### config.mk
export PLATFORM = sky130hd
export DESIGN_NAME = mem_arbiter_flat
export DESIGN_NICKNAME = d
export VERILOG_FILES = /design/src/rtl/mem_arbiter_if.sv /design/src/rtl/mem_arbiter.sv /design/src/flat_wrapper.sv
export SDC_FILE = /design/constraint.sdc
export NUM_CORES = 1
export LEC_CHECK = 0
export ABC_CLOCK_PERIOD_IN_PS = 2100
export CAP_MARGIN = 40
export CELL_PAD_IN_SITES_DETAIL_PLACEMENT = 1
export CELL_PAD_IN_SITES_GLOBAL_PLACEMENT = 1
export CORE_AREA = 2 2 270 272
export DETAILED_ROUTE_END_ITERATION = 12
export DIE_AREA = 0 0 272 274
export GPL_ROUTABILITY_DRIVEN = 0
export PLACE_DENSITY_LB_ADDON = 0.1
export SLEW_MARGIN = 10
export SYNTH_ARGS = -nofsm -noshare
export SYNTH_HDL_FRONTEND = slang
export SYNTH_SLANG_ARGS = --single-unit
### constraint.sdc
create_clock -name clk -period 2.1 [get_ports clk]
set_input_delay 0.63 -clock clk [delete_from_list [all_inputs] [get_ports clk]]
set_output_delay 0.63 -clock clk [all_outputs]
set_load 0.05 [all_outputs]
### src/rtl/mem_arbiter_if.sv
// rtl/mem_arbiter_if.sv - request/response and backing-memory bundle for mem_arbiter
// slave: the arbiter's view; master: caches plus backing memory.
interface mem_arbiter_if #(
    parameter int ADDR_W = 10,
    parameter int LINE_W = 128
);
    logic              Ic_mem_req;
    logic [ADDR_W-1:0] Ic_mem_addr;
    logic [LINE_W-1:0] F_mem_inst;
    logic              F_mem_valid;
    logic              Dc_mem_req;
    logic [ADDR_W-1:0] Dc_mem_addr;
    logic [LINE_W-1:0] MEM_data_line;
    logic              MEM_mem_valid;
    logic              Dc_wb_we;
    logic [ADDR_W-1:0] Dc_wb_addr;
    logic [LINE_W-1:0] Dc_wb_wline;
    logic              Dc_wb_done;
    logic              Arb_mem_req;
    logic              Arb_mem_we;
    logic [ADDR_W-1:0] Arb_mem_addr;
    logic [LINE_W-1:0] Arb_mem_wline;
    logic [LINE_W-1:0] Arb_mem_rline;
    logic              Arb_mem_valid;

    modport slave (
        input  Ic_mem_req, Ic_mem_addr, Dc_mem_req, Dc_mem_addr,
        input  Dc_wb_we, Dc_wb_addr, Dc_wb_wline, Arb_mem_rline, Arb_mem_valid,
        output F_mem_inst, F_mem_valid, MEM_data_line, MEM_mem_valid, Dc_wb_done,
        output Arb_mem_req, Arb_mem_we, Arb_mem_addr, Arb_mem_wline
    );

    modport master (
        output Ic_mem_req, Ic_mem_addr, Dc_mem_req, Dc_mem_addr,
        output Dc_wb_we, Dc_wb_addr, Dc_wb_wline, Arb_mem_rline, Arb_mem_valid,
        input  F_mem_inst, F_mem_valid, MEM_data_line, MEM_mem_valid, Dc_wb_done,
        input  Arb_mem_req, Arb_mem_we, Arb_mem_addr, Arb_mem_wline
    );
endinterface

### src/rtl/mem_arbiter.sv
// rtl/mem_arbiter.sv - single-outstanding arbiter of I-read, D-read and D write-back onto one memory port
// Write-back wins outright; reads alternate on ties via last_grant_d.
module mem_arbiter #(
    parameter int ADDR_W = 10,
    parameter int LINE_W = 128
) (
    input  logic          clk,
    input  logic          rst,
    mem_arbiter_if.slave  bus
);
    typedef enum logic [1:0] {IDLE, BUSY_I, BUSY_DR, BUSY_DW} state_t;

    state_t            state, state_next;
    logic              last_grant_d;
    logic              ic_elig, dc_elig, wb_elig;
    logic              grant_i, grant_dr, grant_dw, done;
    logic              req_q, we_q;
    logic [ADDR_W-1:0] addr_q;
    logic [LINE_W-1:0] wline_q, f_line_q, d_line_q;
    logic              f_valid_q, d_valid_q, wb_done_q;

    // A requester being answered this cycle is still holding its request; mask it.
    assign ic_elig = bus.Ic_mem_req && !f_valid_q;
    assign dc_elig = bus.Dc_mem_req && !d_valid_q;
    assign wb_elig = bus.Dc_wb_we   && !wb_done_q;

    always_comb begin
        state_next = state;
        grant_i    = 1'b0;
        grant_dr   = 1'b0;
        grant_dw   = 1'b0;
        done       = 1'b0;
        case (state)
            IDLE: begin
                if (wb_elig) begin
                    grant_dw   = 1'b1;
                    state_next = BUSY_DW;
                end else if (dc_elig && (!ic_elig || !last_grant_d)) begin
                    grant_dr   = 1'b1;
                    state_next = BUSY_DR;
                end else if (ic_elig) begin
                    grant_i    = 1'b1;
                    state_next = BUSY_I;
                end
            end
            BUSY_I, BUSY_DR, BUSY_DW: begin
                if (bus.Arb_mem_valid) begin
                    done       = 1'b1;
                    state_next = IDLE;
                end
            end
            default: state_next = IDLE;
        endcase
    end

    always_ff @(posedge clk or negedge rst) begin
        if (!rst) state <= IDLE;
        else      state <= state_next;
    end

    always_ff @(posedge clk or negedge rst) begin
        if (!rst) begin
            req_q        <= 1'b0;
            we_q         <= 1'b0;
            addr_q       <= '0;
            wline_q      <= '0;
            f_line_q     <= '0;
            d_line_q     <= '0;
            f_valid_q    <= 1'b0;
            d_valid_q    <= 1'b0;
            wb_done_q    <= 1'b0;
            last_grant_d <= 1'b0;
        end else begin
            f_valid_q <= done && (state == BUSY_I);
            d_valid_q <= done && (state == BUSY_DR);
            wb_done_q <= done && (state == BUSY_DW);
            if (done) begin
                req_q <= 1'b0;
            end else if (grant_i || grant_dr || grant_dw) begin
                req_q   <= 1'b1;
                we_q    <= grant_dw;
                addr_q  <= grant_dw ? bus.Dc_wb_addr : (grant_dr ? bus.Dc_mem_addr : bus.Ic_mem_addr);
                wline_q <= grant_dw ? bus.Dc_wb_wline : '0;
            end
            if (done && (state == BUSY_I))  f_line_q <= bus.Arb_mem_rline;
            if (done && (state == BUSY_DR)) d_line_q <= bus.Arb_mem_rline;
            if (grant_dr)     last_grant_d <= 1'b1;
            else if (grant_i) last_grant_d <= 1'b0;
        end
    end

    assign bus.Arb_mem_req   = req_q;
    assign bus.Arb_mem_we    = we_q;
    assign bus.Arb_mem_addr  = addr_q;
    assign bus.Arb_mem_wline = wline_q;
    assign bus.F_mem_inst    = f_line_q;
    assign bus.F_mem_valid   = f_valid_q;
    assign bus.MEM_data_line = d_line_q;
    assign bus.MEM_mem_valid = d_valid_q;
    assign bus.Dc_wb_done    = wb_done_q;
endmodule

### src/flat_wrapper.sv
// flat-port wrapper written by rule: the top's interface ports become plain ports
module mem_arbiter_flat 
#(
    parameter int ADDR_W = 10,
    parameter int LINE_W = 128
)
  (clk, rst, bus_Ic_mem_req, bus_Ic_mem_addr, bus_Dc_mem_req, bus_Dc_mem_addr, bus_Dc_wb_we, bus_Dc_wb_addr, bus_Dc_wb_wline, bus_Arb_mem_rline, bus_Arb_mem_valid, bus_F_mem_inst, bus_F_mem_valid, bus_MEM_data_line, bus_MEM_mem_valid, bus_Dc_wb_done, bus_Arb_mem_req, bus_Arb_mem_we, bus_Arb_mem_addr, bus_Arb_mem_wline);
  mem_arbiter_if #(.ADDR_W(ADDR_W), .LINE_W(LINE_W)) bus_i ();
  input  logic clk;
  input  logic rst;
  input wire logic [$bits(bus_i.Ic_mem_req)-1:0] bus_Ic_mem_req;
  input wire logic [$bits(bus_i.Ic_mem_addr)-1:0] bus_Ic_mem_addr;
  input wire logic [$bits(bus_i.Dc_mem_req)-1:0] bus_Dc_mem_req;
  input wire logic [$bits(bus_i.Dc_mem_addr)-1:0] bus_Dc_mem_addr;
  input wire logic [$bits(bus_i.Dc_wb_we)-1:0] bus_Dc_wb_we;
  input wire logic [$bits(bus_i.Dc_wb_addr)-1:0] bus_Dc_wb_addr;
  input wire logic [$bits(bus_i.Dc_wb_wline)-1:0] bus_Dc_wb_wline;
  input wire logic [$bits(bus_i.Arb_mem_rline)-1:0] bus_Arb_mem_rline;
  input wire logic [$bits(bus_i.Arb_mem_valid)-1:0] bus_Arb_mem_valid;
  output wire logic [$bits(bus_i.F_mem_inst)-1:0] bus_F_mem_inst;
  output wire logic [$bits(bus_i.F_mem_valid)-1:0] bus_F_mem_valid;
  output wire logic [$bits(bus_i.MEM_data_line)-1:0] bus_MEM_data_line;
  output wire logic [$bits(bus_i.MEM_mem_valid)-1:0] bus_MEM_mem_valid;
  output wire logic [$bits(bus_i.Dc_wb_done)-1:0] bus_Dc_wb_done;
  output wire logic [$bits(bus_i.Arb_mem_req)-1:0] bus_Arb_mem_req;
  output wire logic [$bits(bus_i.Arb_mem_we)-1:0] bus_Arb_mem_we;
  output wire logic [$bits(bus_i.Arb_mem_addr)-1:0] bus_Arb_mem_addr;
  output wire logic [$bits(bus_i.Arb_mem_wline)-1:0] bus_Arb_mem_wline;
  assign bus_i.Ic_mem_req = bus_Ic_mem_req;
  assign bus_i.Ic_mem_addr = bus_Ic_mem_addr;
  assign bus_i.Dc_mem_req = bus_Dc_mem_req;
  assign bus_i.Dc_mem_addr = bus_Dc_mem_addr;
  assign bus_i.Dc_wb_we = bus_Dc_wb_we;
  assign bus_i.Dc_wb_addr = bus_Dc_wb_addr;
  assign bus_i.Dc_wb_wline = bus_Dc_wb_wline;
  assign bus_i.Arb_mem_rline = bus_Arb_mem_rline;
  assign bus_i.Arb_mem_valid = bus_Arb_mem_valid;
  assign bus_F_mem_inst = bus_i.F_mem_inst;
  assign bus_F_mem_valid = bus_i.F_mem_valid;
  assign bus_MEM_data_line = bus_i.MEM_data_line;
  assign bus_MEM_mem_valid = bus_i.MEM_mem_valid;
  assign bus_Dc_wb_done = bus_i.Dc_wb_done;
  assign bus_Arb_mem_req = bus_i.Arb_mem_req;
  assign bus_Arb_mem_we = bus_i.Arb_mem_we;
  assign bus_Arb_mem_addr = bus_i.Arb_mem_addr;
  assign bus_Arb_mem_wline = bus_i.Arb_mem_wline;
  mem_arbiter #(.ADDR_W(ADDR_W), .LINE_W(LINE_W)) u_core (.clk(clk), .rst(rst), .bus(bus_i));
endmodule
==> results of run 1 <==
through the flow:
stage	worst slack (ps)	utilization [%]
floorplan	314	-
CTS	145	33.8
global placement	-156	31.4
detailed placement	-227	31.4
global route	129	33.8
finish	220	33.8
layout make-up:
type / instances / area, um^2 / area share [%]
inverters: 14 / 57.6 / 0.237
well taps: 959 / 1200 / 4.93
multi-input cells: 970 / 4470 / 18.4
clock buffers: 74 / 1500 / 6.18
flip-flops and latches: 402 / 10100 / 41.3
repair buffers: 762 / 6790 / 27.9
clock inverters: 18 / 219 / 0.900
diodes: 10 / 25.0 / 0.103
state kept, by name, summed over array words and instances (netlist names):
register                  flops
u_core.bus.Arb_mem_req        1
u_core.bus.Arb_mem_we         1
u_core.bus.Dc_wb_done         1
u_core.bus.Arb_mem_addr      10
u_core.last_grant_d           1
u_core.bus.F_mem_valid        1
u_core.bus.Arb_mem_wline    128
u_core.bus.MEM_mem_valid      1
u_core.bus.MEM_data_line    128
u_core.state                  2
u_core.bus.F_mem_inst       128
synthesized netlist by cell type:
cell type,instances
a211oi_1,10
a21oi_1,1
a221o_1,2
a22o_1,128
a31oi_1,11
and2_1,1
and3_1,2
buf_1,3
buf_2,41
buf_4,2
clkbuf_1,47
dfrtp_1,402
inv_1,12
inv_2,2
nand2_1,781
nand2b_1,1
nand3_1,1
nand3b_1,1
nor2_1,2
nor2b_1,2
nor3_2,1
nor4b_2,1
o21a_1,1
o21ai_0,11
o21ai_1,10
o32a_1,1
or3_1,2
per-layer routing:
layer | part of all wire (%) | up-vias | wire [um]
li1 | - | 6210 | -
met1 | 38 | 6770 | 26300
met2 | 50 | 453 | 35400
met3 | 9.4 | 108 | 6590
met4 | 2.6 | 14 | 1830
met5 | 0.13 | - | 92
report_power, final:
part | switching, mW | leakage (nW) | internal [mW] | total (mW)
Combinational | 19.5 | 6.50 | 7.94 | 27.4
Clock | 3.52 | 0.862 | 5.54 | 9.06
Sequential | 2.18 | 5.11 | 11.3 | 13.5
Total | 25.2 | 12.5 | 24.8 | 50.0
logic make-up (layout without fill, tap and decap cells):
| group | Yosys count | after routing | synth area share [%] |
|---|---|---|---|
| simple gates | 795 | 795 | 20.2 |
| other cells | 0 | 10 | 0 |
| flops | 402 | 402 | 67.2 |
| compound gates | 175 | 175 | 9.44 |
| buf+inv | 107 | 868 | 3.08 |
worst min path at each step:
stage	start	to	slack, ps	cells past startpoint
after floorplan	rst	u_core.bus.Arb_mem_addr[0]	330	0
after global placement	u_core.bus.F_mem_inst[4]	u_core.bus.F_mem_inst[4]	460	2
after detailed placement	u_core.bus.F_mem_inst[113]	u_core.bus.F_mem_inst[113]	460	2
after CTS	u_core.bus.F_mem_inst[113]	u_core.bus.F_mem_inst[113]	480	2
after global routing	u_core.bus.F_mem_inst[75]	u_core.bus.F_mem_inst[75]	490	2
final	u_core.bus.F_mem_inst[113]	u_core.bus.F_mem_inst[113]	470	2
repair_timing:
item | 4_1_cts | 5_1_grt
resized for setup | 0 | 0
endpoints found under the hold margin | 22 | 0
endpoints found under the setup margin | 0 | 0
hold buffers | 1 | 0
==> metrics, run 1 <==
status=complete, no violations; CP Launch Type=flop; max-cap viol count=0; num ports=691; commonest non-fill, non-tap cells in the layout=nand2_1, buf_4, dfrtp_1, clkdlybuf4s50_1, a22o_1; vias in the first global route=14500; fillers=8137; end of the critical path=bus_MEM_mem_valid; GR Util met3=7.36%; Gate Count Post-Synth=1479; Final setup viols=0; headroom to the max-slew limit=69.6%; Min Hold Slack=473 ps; origin of the worst setup path=u_core.bus.MEM_mem_valid; CTS root buf=clkbuf_16; final slew viol count=0; post-CTS setup buffers=0; Die ar.=0.0745 mm^2; critical path data arrival time=1250 ps; R2R depth=5; FMAX=532 MHz; Die Span X=272 um; unrepaired setup endpoints after global routing=false; Pre-antenna DRT Iters=5; drt via density=4.22; routing usage on met2=32.3%; setup tns final=0 ps; total CTS buffers=50; design area=0.0243 mm^2; Initial Utilization=20.8%; 1st-iter DRT viols=444; Reg clk slew, reported paths=60 ps; worst IR drop on VDD=0.856 mV; post-synthesis sequential area ratio=67.2%; All-Layer GR Usage=18.4%; Slew @ Worst Pin=456 ps; largest net degree at the start of global routing=79; cell family with most CP delay=flip-flops; Final min period=1880 ps; most common cell after layout, fill and taps aside=nand2_1; IO buf count=690; Vias=13600; Synth area leaders=dfrtp_1, nand2_1, a22o_1; Avg Inst Size Synth=10.1 um^2; Antenna Nets Post-Route=0; period utilization=89.5%; GRT overflow=0; Yosys Warn Count=0; Worst R2R Setup Slack=330 ps; # placed instances=3106; post-synth top area share=67.2%; WL final=70200 um; total core area=0.0720 mm^2; GRT Max-Usage Layer=met2; clk sinks=402; Crit Reg-Reg Endpoint=u_core.bus.Arb_mem_addr[7]; CP bufs+invs=1; CP Capture Type=output pin; Final nets=2492; Required @ worst endpoint=1470 ps; CTS tree=built; routing usage on met1=20.4%; Power Dens Cells=2050 mW/mm^2; Residual DRC=0; CP Cell Sequence=buf_4; Die Y=274 um; initial antenna violation count=18; Crit path largest cell delay=420 ps; wire length of the first global-routing pass=102000 um; Seq cells post-synth=402; Max clock buf depth=3; Hold Vio Cnt, Final=0; share of cells above drive strength 1=25.1%; Clock Skew=21.4 ps; Max FO, Critical Path=3; R2R Path Start=u_core.state[1]; DP Wirelength=52500 um; synthesized area=0.0150 mm^2; WS Path Type=reg -> out; CP Depth=1; Hold WC Path Type=reg -> reg; Synth area leader=dfrtp_1; Distinct cells, synth=27; DR WL/cell=21.9 um; post-synth net total=1771; Area after DPL=0.0226 mm^2; LEAKAGE=12.5 nW; Crit-path slowest cell=dfrtp_1; Power, Total=50.0 mW; Clock Latency Late Sink=590 ps; Non-Filler Instances=3209; row cnt=99; H-tree levels=2; Area Growth Syn to Fin=62.6%
(Power assumes the default switching activity.)
==> inputs of run 2 (changes only) <==
Settings changed: TNS_END_PERCENT from default to 1.
==> results of run 2 <==
Same layout as run 1: the final DEF is identical, and so are final timing and power.
==> inputs of run 3 (changes only) <==
Settings changed: CTS_CLUSTER_DIAMETER from default to 200.
==> results of run 3 <==
Same layout as run 1: the final DEF is identical, and so are final timing and power.
==> RTL edit: new RTL, settings of run 1 <==
`ADDR_W` is set to 10 in 3 places; all go to 11.
--- a/src/rtl/mem_arbiter_if.sv
+++ b/src/rtl/mem_arbiter_if.sv
@@ -2,5 +2,5 @@
 // slave: the arbiter's view; master: caches plus backing memory.
 interface mem_arbiter_if #(
-    parameter int ADDR_W = 10,
+    parameter int ADDR_W = 11,
     parameter int LINE_W = 128
 );
--- a/src/rtl/mem_arbiter.sv
+++ b/src/rtl/mem_arbiter.sv
@@ -2,5 +2,5 @@
 // Write-back wins outright; reads alternate on ties via last_grant_d.
 module mem_arbiter #(
-    parameter int ADDR_W = 10,
+    parameter int ADDR_W = 11,
     parameter int LINE_W = 128
 ) (
--- a/src/flat_wrapper.sv
+++ b/src/flat_wrapper.sv
@@ -2,5 +2,5 @@
 module mem_arbiter_flat 
 #(
-    parameter int ADDR_W = 10,
+    parameter int ADDR_W = 11,
     parameter int LINE_W = 128
 )
Interface: changed (resized bus_Arb_mem_addr, bus_Dc_mem_addr, bus_Dc_wb_addr and bus_Ic_mem_addr); port bits go from 691 to 695. The function was not compared with the original's and may differ.
==> RTL edit against run 1 <==
Power grew 1.4%. Critical path depth unchanged. Synthesized area down 0.10%. Highest routed layer unchanged. Sequential cell count grew 1. Worst setup slack worse by 0.022 ns. Non-clock buffer count increased by 2. Final area up 0.32%. Final cell count is 0.16% lower. Wire length barely moved.
==> RTL edit: results <==
group,metric,value,unit
clock_network,post_cts_resized,0,
drt,avgViaCountPerCell,4.224,
global_routing,grt_pass1_wl,101300,µm
power,power.ir.vdd_worst,0.8956,mV
outcome,status,"finished clean",
drt,route.met3.wl,6934,µm
synthesis,post_synth_mux_area_share,0,
layout,nNetsFinal,2496,
synthesis,synth_adder_area_share,0,
synthesis,ys_top_cells_by_count,"nand2_1 (784), dfrtp_1 (403), a22o_1 (128)",
worst_setup_path,reg2reg_slack,0.53,ns
global_routing,grt_use_total,0.1825,
layout,final_cell_count_no_fill,3204,
place,place.detailed.instances,3107,
worst_setup_path,arrival_worst_endpoint,1.27,ns
global_routing,pin_count_of_the_biggest_net_entering_global_routing,73,
clock_network,cts-root-buf,"clkbuf_16",
global_routing,grt.met3_usage,0.07812,
worst_setup_path,r2r_cells,7,
drt,drtIter0Drc,647,
place,portBuffers,694,
synthesis,netlist-cell-type-count,24,
worst_setup_path,r2r_end,"u_core.bus.Arb_mem_addr[10]$_DFFE_PN0P_",
timing,post_route_clock_skew,0.01135,ns
synthesis,yosys_warnings,0,
drt,drt_wl_total,70190,µm
drt,wirelength_met1,26750,µm
timing,timing_worst_slew_pin_value,0.4346,ns
worst_setup_path,worst_r2r_startpoint,"u_core.bus.F_mem_valid$_DFF_PN0_",
drt,met2_length,34410,µm
layout,fraction_of_layout_cells_with_a_size_suffix_above_1,0.2490,
global_routing,antenna_found_initial,15,
place,post-dp-hpwl,52360,µm
synthesis,synth.avg_cell_area,10.14,µm²
clock_network,clk_latency,0.58,ns
global_routing,globalRouteMet1Util,0.2059,
drt,top_layer,"met5",
timing,finalHoldWorstSlack,0.4705,ns
worst_setup_path,critical_path.max_stage_delay,0.44,ns
drt,drt_pre_antenna_iters,6,
synthesis,dominantRegCellSynth,"dfrtp_1",
worst_setup_path,path_delay_family,"flip-flops",
synthesis,synth-seq-area-share,0.6748,
worst_setup_path,timing.critical_path.to,"bus_F_mem_valid",
clock_network,max-clock-path-buffers,3,
power,power.static_leakage,12.53,nW
global_routing,vias_in_the_first_global_route,14383,
timing,crit_path_time_final,1.902,ns
synthesis,synth_compound_gate_area_share,0.08917,
global_routing,met2_usage,0.3058,
place,place_ws,-0.1854,ns
synthesis,synth.net_count,1769,
synthesis,synth.area.top_cells,"dfrtp_1 (67%), nand2_1 (20%), a22o_1 (7.5%), buf_2 (1.6%), clkbuf_1 (1.1%)",
## RTL edit: changes by cell type after synthesis, sizes merged, moves of 3 or more
| cell | before | now |
|---|---|---|
| inv | 14 | 4 |
| a211oi | 10 | 0 |
| a21oi | 1 | 12 |
| nand2 | 781 | 784 |
| o21ai | 21 | 1 |
| o31ai | 0 | 13 |
| nor2 | 2 | 24 |
| clkbuf | 47 | 42 |
| a31oi | 11 | 0 |
## RTL edit: worst min-delay path by stage
stage / end / cells after the start / start
global route: u_core.bus.MEM_data_line[59]$_DFFE_PN0P_ / 2 / u_core.bus.MEM_data_line[59]$_DFFE_PN0P_
finish: u_core.bus.F_mem_inst[32]$_DFFE_PN0P_ / 2 / u_core.bus.F_mem_inst[32]$_DFFE_PN0P_
CTS: u_core.bus.F_mem_inst[32]$_DFFE_PN0P_ / 2 / u_core.bus.F_mem_inst[32]$_DFFE_PN0P_
floorplan: u_core.bus.Arb_mem_addr[0]$_DFFE_PN0P_ / 0 / rst
global placement: u_core.bus.F_mem_inst[13]$_DFFE_PN0P_ / 2 / u_core.bus.F_mem_inst[13]$_DFFE_PN0P_
detailed placement: u_core.bus.F_mem_inst[32]$_DFFE_PN0P_ / 2 / u_core.bus.F_mem_inst[32]$_DFFE_PN0P_
## RTL edit: report_power, final
| part | internal (mW) | leakage [nW] | switching [mW] |
|---|---|---|---|
| Clock | 5.57 | 0.855 | 3.46 |
| Combinational | 8.16 | 6.57 | 19.8 |
| Sequential | 11.5 | 5.11 | 2.23 |
| Total | 25.2 | 12.5 | 25.5 |
## RTL edit: what timing repair did
| action | in CTS | in global routing |
|---|---|---|
| setup buffers | 0 | 0 |
| hold buffers | 1 | 0 |
| endpoints found under the hold margin | 14 | 0 |
## RTL edit: logic make-up (layout without fill, tap and decap cells)
logic type | Yosys count | in the layout
and+or+nand+nor | 819 | 819
DFF | 403 | 403
AOI/OAI and AO/OA | 159 | 159
buffers and inverters | 93 | 856
other | 0 | 8
## RTL edit: cell type report
type | count | area (µm²)
tap | 959 | 1200
fill | 8121 | 47560
multi-input combinational | 978 | 4466
clock inverter | 12 | 162.7
inverter | 4 | 20.02
timing repair buffer | 764 | 6892
clock buffer | 76 | 1563
antenna | 8 | 20.02
sequential | 403 | 10080
## RTL edit: through the flow
step | instance area, µm² | power, mW
after CTS | 24390 | 51.54
after global placement | 22650 | 41.82
final | 24410 | 50.68
after global routing | 24400 | 53.31
after detailed placement | 22650 | 42.14
after floorplan | 14940 | 31.02
